[src/rtl/coherent_bus_ctrl.sv]
// N-core snooping coherence bus controller: arbitrates icache fetches, dcache
// writebacks and coherence transactions from CPUS cores onto one RAM port.

module coherent_bus_lane #(
  parameter int AW = 32,
  parameter int DW = 32
) (
  input  logic          is_own,
  input  logic          is_rsp,
  input  logic          st_wb,
  input  logic          st_if,
  input  logic          st_sn,
  input  logic          st_ld,
  input  logic          st_c2c,
  input  logic          acc,
  input  logic          inv,
  input  logic [AW-1:0] own_addr,
  input  logic [DW-1:0] ramload,
  input  logic [DW-1:0] rsp_data,
  output logic          iwait,
  output logic          dwait,
  output logic          ccwait,
  output logic          ccinv,
  output logic [AW-1:0] ccsnoopaddr,
  output logic [DW-1:0] iload,
  output logic [DW-1:0] dload
);
  logic d_xfer;

  // A responder in C2C moves a data beat just like the requester does.
  assign d_xfer = (is_own && (st_wb || st_ld || st_c2c)) || (is_rsp && st_c2c);

  always_comb begin
    iwait       = !(is_own && st_if && acc);
    dwait       = !(d_xfer && acc);
    ccwait      = !is_own && (st_wb || st_ld || st_sn || (st_c2c && !is_rsp));
    ccinv       = !is_own && st_sn && inv;
    ccsnoopaddr = ((!is_own && st_sn) || (is_rsp && st_c2c)) ? own_addr : '0;
    iload       = (is_own && st_if) ? ramload : '0;
    dload       = '0;
    if (is_own && st_ld)  dload = ramload;
    if (is_own && st_c2c) dload = rsp_data;
  end
endmodule

module coherent_bus_ctrl #(
  parameter int CPUS  = 2,
  parameter int WORDS = 2,
  parameter int AW    = 32,
  parameter int DW    = 32
) (
  input  logic                     CLK,
  input  logic                     nRST,
  input  logic [CPUS-1:0]          iREN,
  input  logic [CPUS-1:0][AW-1:0]  iaddr,
  output logic [CPUS-1:0]          iwait,
  output logic [CPUS-1:0][DW-1:0]  iload,
  input  logic [CPUS-1:0]          dREN,
  input  logic [CPUS-1:0]          dWEN,
  input  logic [CPUS-1:0][AW-1:0]  daddr,
  input  logic [CPUS-1:0][DW-1:0]  dstore,
  output logic [CPUS-1:0]          dwait,
  output logic [CPUS-1:0][DW-1:0]  dload,
  input  logic [CPUS-1:0]          cctrans,
  input  logic [CPUS-1:0]          ccwrite,
  output logic [CPUS-1:0]          ccwait,
  output logic [CPUS-1:0]          ccinv,
  output logic [CPUS-1:0][AW-1:0]  ccsnoopaddr,
  input  logic [1:0]               ramstate,
  input  logic [DW-1:0]            ramload,
  output logic                     ramREN,
  output logic                     ramWEN,
  output logic [AW-1:0]            ramaddr,
  output logic [DW-1:0]            ramstore
);
  localparam int OW = $clog2(CPUS);
  localparam int BW = (WORDS > 1) ? $clog2(WORDS) : 1;
  localparam logic [BW-1:0] LAST = BW'(WORDS - 1);
  localparam logic [1:0] RAM_ACCESS = 2'd2;

  typedef enum logic [2:0] {IDLE, WB, SNOOP, IFETCH, LDRAM, C2C} state_t;

  state_t        state;
  logic [OW-1:0] owner, resp, rr;
  logic          resp_vld;
  logic [BW-1:0] beat;

  logic          acc;
  logic [CPUS-1:0] own_oh, peer_dirty;
  logic          snoop_done;
  logic [OW-1:0] dirty_idx, rr_next;
  logic [OW:0]   wb_pick, cc_pick, if_pick;

  // Returns {found, index} of the first requester at or after ptr, wrapping.
  function automatic logic [OW:0] rr_pick(input logic [CPUS-1:0] req,
                                          input logic [OW-1:0] ptr);
    logic [OW:0] r;
    int idx;
    r = '0;
    for (int i = CPUS-1; i >= 0; i--) begin
      idx = int'(ptr) + i;
      if (idx >= CPUS) idx = idx - CPUS;
      if (req[idx]) r = {1'b1, OW'(idx)};
    end
    return r;
  endfunction

  assign acc        = (ramstate == RAM_ACCESS);
  assign own_oh     = CPUS'(1) << owner;
  assign snoop_done = &(cctrans | own_oh);
  assign peer_dirty = ccwrite & ~own_oh;
  assign rr_next    = (owner == OW'(CPUS-1)) ? '0 : owner + 1'b1;
  assign wb_pick    = rr_pick(dWEN, rr);
  assign cc_pick    = rr_pick(cctrans, rr);
  assign if_pick    = rr_pick(iREN, rr);

  always_comb begin
    dirty_idx = '0;
    for (int j = CPUS-1; j >= 0; j--)
      if (peer_dirty[j]) dirty_idx = OW'(j);
  end

  always_ff @(posedge CLK or negedge nRST) begin
    if (!nRST) begin
      state    <= IDLE;
      owner    <= '0;
      resp     <= '0;
      resp_vld <= 1'b0;
      beat     <= '0;
      rr       <= '0;
    end else begin
      case (state)
        IDLE: begin
          if (wb_pick[OW]) begin
            state <= WB;     owner <= wb_pick[OW-1:0];
          end else if (cc_pick[OW]) begin
            state <= SNOOP;  owner <= cc_pick[OW-1:0];
          end else if (if_pick[OW]) begin
            state <= IFETCH; owner <= if_pick[OW-1:0];
          end
        end
        WB, LDRAM, C2C: begin
          // BUSY/ERROR leave the beat untouched so it is retried.
          if (acc) begin
            if (beat == LAST) begin
              state    <= IDLE;
              beat     <= '0;
              rr       <= rr_next;
              resp_vld <= 1'b0;
            end else begin
              beat <= beat + 1'b1;
            end
          end
        end
        IFETCH: begin
          if (acc) begin
            state <= IDLE;
            rr    <= rr_next;
          end
        end
        SNOOP: begin
          if (snoop_done) begin
            if (!dREN[owner]) begin
              state <= IDLE;
              rr    <= rr_next;
            end else if (|peer_dirty) begin
              state    <= C2C;
              resp     <= dirty_idx;
              resp_vld <= 1'b1;
            end else begin
              state <= LDRAM;
            end
          end
        end
        default: state <= IDLE;
      endcase
    end
  end

  always_comb begin
    ramREN   = 1'b0;
    ramWEN   = 1'b0;
    ramaddr  = '0;
    ramstore = '0;
    case (state)
      WB: begin
        ramWEN = 1'b1; ramaddr = daddr[owner]; ramstore = dstore[owner];
      end
      IFETCH: begin
        ramREN = 1'b1; ramaddr = iaddr[owner];
      end
      LDRAM: begin
        ramREN = 1'b1; ramaddr = daddr[owner];
      end
      C2C: begin
        // Dirty data goes to the requester and back to RAM in the same beat.
        ramWEN = 1'b1; ramaddr = daddr[resp]; ramstore = dstore[resp];
      end
      default: ;
    endcase
  end

  for (genvar c = 0; c < CPUS; c++) begin : g_lane
    coherent_bus_lane #(.AW(AW), .DW(DW)) u_lane (
      .is_own      (owner == OW'(c)),
      .is_rsp      (resp_vld && (resp == OW'(c))),
      .st_wb       (state == WB),
      .st_if       (state == IFETCH),
      .st_sn       (state == SNOOP),
      .st_ld       (state == LDRAM),
      .st_c2c      (state == C2C),
      .acc         (acc),
      .inv         (ccwrite[owner]),
      .own_addr    (daddr[owner]),
      .ramload     (ramload),
      .rsp_data    (dstore[resp]),
      .iwait       (iwait[c]),
      .dwait       (dwait[c]),
      .ccwait      (ccwait[c]),
      .ccinv       (ccinv[c]),
      .ccsnoopaddr (ccsnoopaddr[c]),
      .iload       (iload[c]),
      .dload       (dload[c])
    );
  end
endmodule

[config.mk]
export PLATFORM = sky130hd
export DESIGN_NAME = coherent_bus_ctrl
export DESIGN_NICKNAME = d
export VERILOG_FILES = /design/src/rtl/coherent_bus_ctrl.sv
export SDC_FILE = /design/constraint.sdc
export NUM_CORES = 1
export LEC_CHECK = 0
export CORE_AREA = 2 2 197 199
export CTS_CLUSTER_SIZE = 12
export DETAILED_ROUTE_END_ITERATION = 8
export DIE_AREA = 0 0 199 201
export HOLD_SLACK_MARGIN = 0.06
export PLACE_DENSITY = 0.43
export SLEW_MARGIN = 40
export SYNTH_ARGS = -nofsm -noshare
export SYNTH_HDL_FRONTEND = slang
export SYNTH_SLANG_ARGS = --single-unit
[constraint.sdc]
create_clock -name CLK -period 5.9 [get_ports CLK]
set_clock_uncertainty 0.15 [all_clocks]
set_input_delay 1.18 -clock CLK [delete_from_list [all_inputs] [get_ports CLK]]
set_output_delay 1.18 -clock CLK [all_outputs]
set_load 0.005 [all_outputs]
==> results of run 1 <==
-- layout make-up --
cell class | instances | share of cell area (%)
diodes | 1 | 0.02500
inverters | 5 | 0.1875
repair buffers | 526 | 52.53
clock buffers | 4 | 0.7876
well taps | 518 | 6.476
flip-flops and latches | 8 | 2.050
multi-input cells | 625 | 37.94
-- kinds of logic (layout without fill, tap and decap cells) --
logic type | after synthesis | after routing
and+or+nand+nor | 337 | 337
AOI/OAI and AO/OA | 187 | 187
muxes | 99 | 99
buffers and inverters | 80 | 535
DFF | 8 | 8
xor gates and xnor gates | 2 | 2
other | 0 | 1
-- how the worst min path moves through the flow --
stage	from	endpoint	depth (start not counted)
after global placement	beat	beat	1
after CTS	beat	beat	1
after global routing	beat	beat	1
final	beat	beat	1
after floorplan	beat	beat	1
after detailed placement	beat	beat	1
-- per-stage QoR --
stage / instance area [um2] / hold slack (ps) / worst slack (ps) / cells
2_1_floorplan: 4340 / 312.6 / 2623 / 713
3_3_place_gp: 9832 / 336.3 / 1222 / 1677
3_5_place_dp: 9927 / 337.4 / 1343 / 1682
4_1_cts: 10010 / 344.9 / 1109 / 1686
5_1_grt: 10010 / 375.4 / 912.8 / 1687
6_report: 10010 / 343.6 / 1139 / 1687
-- power by group through the flow --
stage | clock [W] | sequential, W | combinational [W]
floorplan | 0 | 0.0000966 | 0.00119
global placement | 0 | 0.000189 | 0.00261
detailed placement | 0 | 0.000192 | 0.00261
CTS | 0.000119 | 0.000191 | 0.00263
global route | 0.000124 | 0.000202 | 0.00276
finish | 0.000118 | 0.000190 | 0.00259
-- metal layers --
layer  track usage (%)  up-vias  share of wire, %
li1                  -     3379                 -
met1             19.15     3323                40
met2             30.27      379                50
met3             3.243       27               7.8
met4             4.051        0               2.0
met5                 0        -                 0
-- flip-flops by register name (all words and copies together) (netlist names) --
register	flops
rr	1
state	3
owner	1
resp_vld	1
beat	1
resp	1
-- worst reg2reg max path: stages (launching register included) --
cell and delay (ps):
dfrtp_2 630, buf_4 570, mux2i_1 410, a221oi_1 150, a311oi_1 310, mux2_1 350
-- layout by cell type (no fill, tap or decap), types with 2 or more instances in the layout --
master | netlist | final
mux2_2 | 32 | 32
a22oi_1 | 32 | 32
clkdlybuf4s50_1 | 0 | 503
or3b_4 | 2 | 2
xor2_1 | 2 | 2
dfrtp_1 | 8 | 6
o211ai_1 | 31 | 31
clkbuf_16 | 0 | 3
mux2i_1 | 64 | 64
nor2_4 | 3 | 4
a221oi_1 | 2 | 2
a21oi_1 | 37 | 36
a32oi_1 | 3 | 3
nor3_1 | 8 | 7
inv_1 | 5 | 5
mux2_1 | 3 | 3
nand2b_1 | 6 | 4
nand2_1 | 170 | 169
nor2_1 | 71 | 70
buf_8 | 0 | 4
and2_1 | 68 | 68
o21ai_0 | 68 | 68
nor2b_1 | 6 | 6
buf_4 | 14 | 18
==> impl_metrics.env, run 1 <==
export IMPL_status="finished, final reports clean"
export IMPL_routed_wl_um=35190
export IMPL_cts_buffers=3
export IMPL_ff2ff_path_depth=5
export IMPL_synth_top_family_by_area="simple AND/OR/NAND/NOR gates"
export IMPL_synth_nets=951
export IMPL_die_h_um=201
export IMPL_synth_cell_types=41
export IMPL_first_pass_iters=5
export IMPL_initial_core_util_pct=11.39
export IMPL_clock_sinks=8
export IMPL_ys_flop_type="dfrtp_1"
export IMPL_syn_area_um2=4340
export IMPL_worst_path_buf_inv=5
export IMPL_slew_limit_headroom_pct=51.04
export IMPL_maxCapViolCount=0
export IMPL_irDropWorstVdd_mv=0.1713
export IMPL_drc=0
export IMPL_critical_path_cell_chain="inv_1 > nor2_4 > buf_4 > a31oi_4 > buf_8 > buf_8 > nor2_1 > clkdlybuf4s50_1"
export IMPL_drt_iter0_drc=307
export IMPL_core_area_um2=38110
export IMPL_grt_pass1_vias=7362
export IMPL_p_sw_share_pct=49.21
export IMPL_start_kind="register"
export IMPL_period_share_pct=80.70
export IMPL_end_kind="primary output"
export IMPL_power_frac_seq_pct=6.6
export IMPL_fmax_ghz=0.2100
export IMPL_synth_warning_count=0
export IMPL_drive_gt1_share_pct=6.421
export IMPL_synth_most_common_cell="nand2_1"
export IMPL_seqCellArea_um2=205.2
export IMPL_row_count=72
export IMPL_ios=504
export IMPL_synth_cells=713
export IMPL_synth_xor_area_share_pct=0.4036
export IMPL_io_buffers=503
export IMPL_final_hold_violation_count=0
export IMPL_internal_power_w=0.001470
export IMPL_ys_ff_latch=8
export IMPL_worst_slew_pin_slew_ps=732.7
export IMPL_setup_violations_final=0
export IMPL_crit_path_end="ccsnoopaddr[34]"
export IMPL_synth_fa_ha_area_share_pct=0
export IMPL_p_switching_w=0.001424
export IMPL_dpl_hpwl_um=27700
export IMPL_critPathSlowestCell="dfrtp_1"
export IMPL_post_cts_setup_buffers=0
export IMPL_pwr_share_clk_pct=4.1
export IMPL_clk_pin_slew_ps=40
export IMPL_synth_area_mux_share_pct=23.84
export IMPL_yosys_area_top_type_share_pct=14.76
export IMPL_antenna_found_initial=1
export IMPL_antenna_left=0
export IMPL_die_area_um2=40000
export IMPL_path_depth=8
export IMPL_multi_input_area_um2=3797
export IMPL_critPathKind="reg2out"
export IMPL_startpoint="state[2]"
export IMPL_hold_class="reg2reg"
export IMPL_htree_levels=1
export IMPL_power_w=0.002894
export IMPL_crit_arrival_ps=3430
export IMPL_grt_pass1_wl_um=49230
export IMPL_grt_usage_pct=16.40
export IMPL_p_leak_nw=3.444
export IMPL_synth_area_leaders="mux2i_1 (15%), nand2_1 (15%), and2_1 (9.8%)"
export IMPL_vias=7108
export IMPL_synth_largest_area_cell="mux2i_1"
export IMPL_fin_util_pct=26.26
export IMPL_p_comb_share_pct=89.3
export IMPL_wl_per_cell_um=20.86
export IMPL_path_max_fanout=19
export IMPL_max_stage_delay_ps=600
export IMPL_synth_area_per_cell_um2=6.088
export IMPL_cts_resized=0
export IMPL_r2r_end="rr"
export IMPL_min_period_ps=4761
export IMPL_required_ps=4570
export IMPL_overflow=0
export IMPL_critPathTopFamily="buffers and inverters"
export IMPL_synth_common_cells="nand2_1 (170), nor2_1 (71), and2_1 (68), o21ai_0 (68), mux2i_1 (64)"
export IMPL_async_reset_ff_share_pct=100.0
export IMPL_cts_tree="yes"
export IMPL_ys_seq_area_share_pct=4.612
export IMPL_synth_compound_area_share_pct=27.01
export IMPL_gp_congestion=0.8438
export IMPL_cts_path_max_buffers=2
export IMPL_cp_common_cell="buf_8"
export IMPL_via_per_inst=4.213
export IMPL_reg2reg_slack_ps=3200
export IMPL_p_per_area_nw_per_um2=289.1
export IMPL_rsz0062_at_grt="false"
export IMPL_clk_latency_ps=230
export IMPL_synth_edff_count=0
export IMPL_synthSimpleGateAreaFrac_pct=35.05
export IMPL_fin_nets=1407
export IMPL_postCtsHoldBufs=0
export IMPL_fillers=4172
export IMPL_syn_to_final_growth_pct=130.6
export IMPL_grt_max_degree=47
export IMPL_finalSetupTns_ps=0
export IMPL_die_w_um=199
export IMPL_r2r_start="owner"
export IMPL_slew_viol_final=0
export IMPL_clock_root_buffer="clkbuf_16"
No activity file was read; power rests on OpenSTA's default activity.
==> run 2: changes to the inputs <==
Clock period 5.9 ns to 4.99 ns, I/O delays scaled along.
==> impl_metrics.env, run 2 (synthesis gave the netlist of run 1 again) <==
export IMPL_required_ps=3840
export IMPL_hold_class="reg2reg"
export IMPL_critPathKind="reg2out"
export IMPL_finalSetupTns_ps=0
export IMPL_p_leak_nw=3.412
export IMPL_worst_path_buf_inv=3
export IMPL_antenna_left=0
export IMPL_clk_pin_slew_ps=40
export IMPL_post_cts_setup_buffers=0
export IMPL_ios=504
export IMPL_maxCapViolCount=0
export IMPL_drive_gt1_share_pct=6.019
export IMPL_final_hold_violation_count=0
export IMPL_whs_ps=349.3
export IMPL_fin_util_pct=26.10
export IMPL_wl_per_cell_um=20.32
export IMPL_postCtsHoldBufs=0
export IMPL_io_buffers=503
export IMPL_cts_buffers=3
export IMPL_end_kind="primary output"
export IMPL_final_cell_mix="clkdlybuf4s50_1 (503), nand2_1 (170), nor2_1 (70), and2_1 (68), o21ai_0 (68)"
export IMPL_critPathSlowestCell="clkdlybuf4s50_1"
export IMPL_die_area_um2=40000
export IMPL_syn_to_final_growth_pct=129.1
export IMPL_vias=7033
export IMPL_fin_nets=1403
export IMPL_rsz0062_at_grt="false"
export IMPL_worst_slew_pin_slew_ps=716.3
export IMPL_crit_arrival_ps=3030
export IMPL_seqCellArea_um2=205.2
export IMPL_clk_latency_ps=230
export IMPL_drt_iter0_drc=320
export IMPL_initial_core_util_pct=11.39
export IMPL_cts_path_max_buffers=2
export IMPL_slew_viol_final=0
export IMPL_htree_levels=1
export IMPL_core_area_um2=38110
export IMPL_die_h_um=201
export IMPL_clock_sinks=8
export IMPL_die_w_um=199
export IMPL_setup_violations_final=0
export IMPL_largest_reg_flops=3
export IMPL_clock_root_buffer="clkbuf_16"
export IMPL_gp_congestion=0.8285
export IMPL_grt_pass1_vias=7225
export IMPL_dpl_hpwl_um=27080
export IMPL_via_per_inst=4.181
export IMPL_cts_tree="yes"
export IMPL_grt_max_degree=37
export IMPL_grt_usage_pct=16.06
export IMPL_cts_resized=0
export IMPL_fmax_ghz=0.2392
export IMPL_routed_wl_um=34180
export IMPL_max_flop_register="state"
export IMPL_start_kind="register"
export IMPL_period_share_pct=83.77
export IMPL_antenna_found_initial=0
export IMPL_critPathTopFamily="buffers and inverters"
export IMPL_critical_path_cell_chain="inv_1 > nor2_4 > buf_4 > o2bb2a_1 > o221ai_1 > clkdlybuf4s50_1"
export IMPL_setup_slack_ps=809.9
export IMPL_slew_limit_headroom_pct=52.25
export IMPL_max_stage_delay_ps=630
export IMPL_path_max_fanout=24
export IMPL_final_common_cell="clkdlybuf4s50_1"
export IMPL_p_per_area_nw_per_um2=338.9
export IMPL_min_period_ps=4180
export IMPL_overflow=0
export IMPL_drc=0
export IMPL_place_ws_ps=1002
export IMPL_grt_pass1_wl_um=48380
export IMPL_first_pass_iters=5
export IMPL_status="finished, final reports clean"
export IMPL_irDropWorstVdd_mv=0.1479
export IMPL_multi_input_area_um2=3790
export IMPL_row_count=72
export IMPL_fillers=4302
run 2: changes by cell type in the layout (fill, tap and decap cells not counted), sizes merged:
cell    before  now
buf         23   19
clkbuf       4    3
run 2: report_power, final:
part           switching (W)  leakage, nW  internal (W)  total [W]
clock              0.0000288       0.0370      0.000103   0.000132
combinational        0.00149         3.28       0.00153    0.00302
sequential          0.000119       0.0972     0.0000966   0.000216
run 2: path summary, 6_finish.rpt:
check                          from     endpoint  slack, ps  depth (start not counted)
setup / recovery           state[2]  ramaddr[30]        810                          6
hold / removal                 beat         beat        350                          1
setup reg to reg              owner           rr       2660                          5
hold reg to reg                beat         beat        350                          1
max in group asynchronous      nRST         resp       3510                          1
min in group asynchronous      nRST     state[1]        890                          1
run 2: metrics by stage:
| stage | instance area [um2] | total power, W | instances |
|---|---|---|---|
| 2_1_floorplan | 4340 | 0.001520 | 713 |
| 3_3_place_gp | 9837 | 0.003304 | 1676 |
| 3_5_place_dp | 9867 | 0.003292 | 1678 |
| 4_1_cts | 9942 | 0.003450 | 1681 |
| 5_1_grt | 9942 | 0.003617 | 1681 |
| 6_report | 9945 | 0.003371 | 1682 |
run 2: cell type report:
type	count	share of cell area [%]
tap	518	6.517
inverter	5	0.1887
clock buffer	3	0.7549
antenna	1	0.02516
multi-input combinational	625	38.11
sequential	8	2.063
timing repair buffer	522	52.34
run 2: per-layer routing:
metal  GRT usage [%]  vias to the layer above  part of all wire, %
li1                -                     3366                    -
met1           18.94                     3262                   41
met3           3.327                       34                  7.8
met4           4.371                        0                  2.6
met2           29.10                      371                   49
met5               0                        -                    0
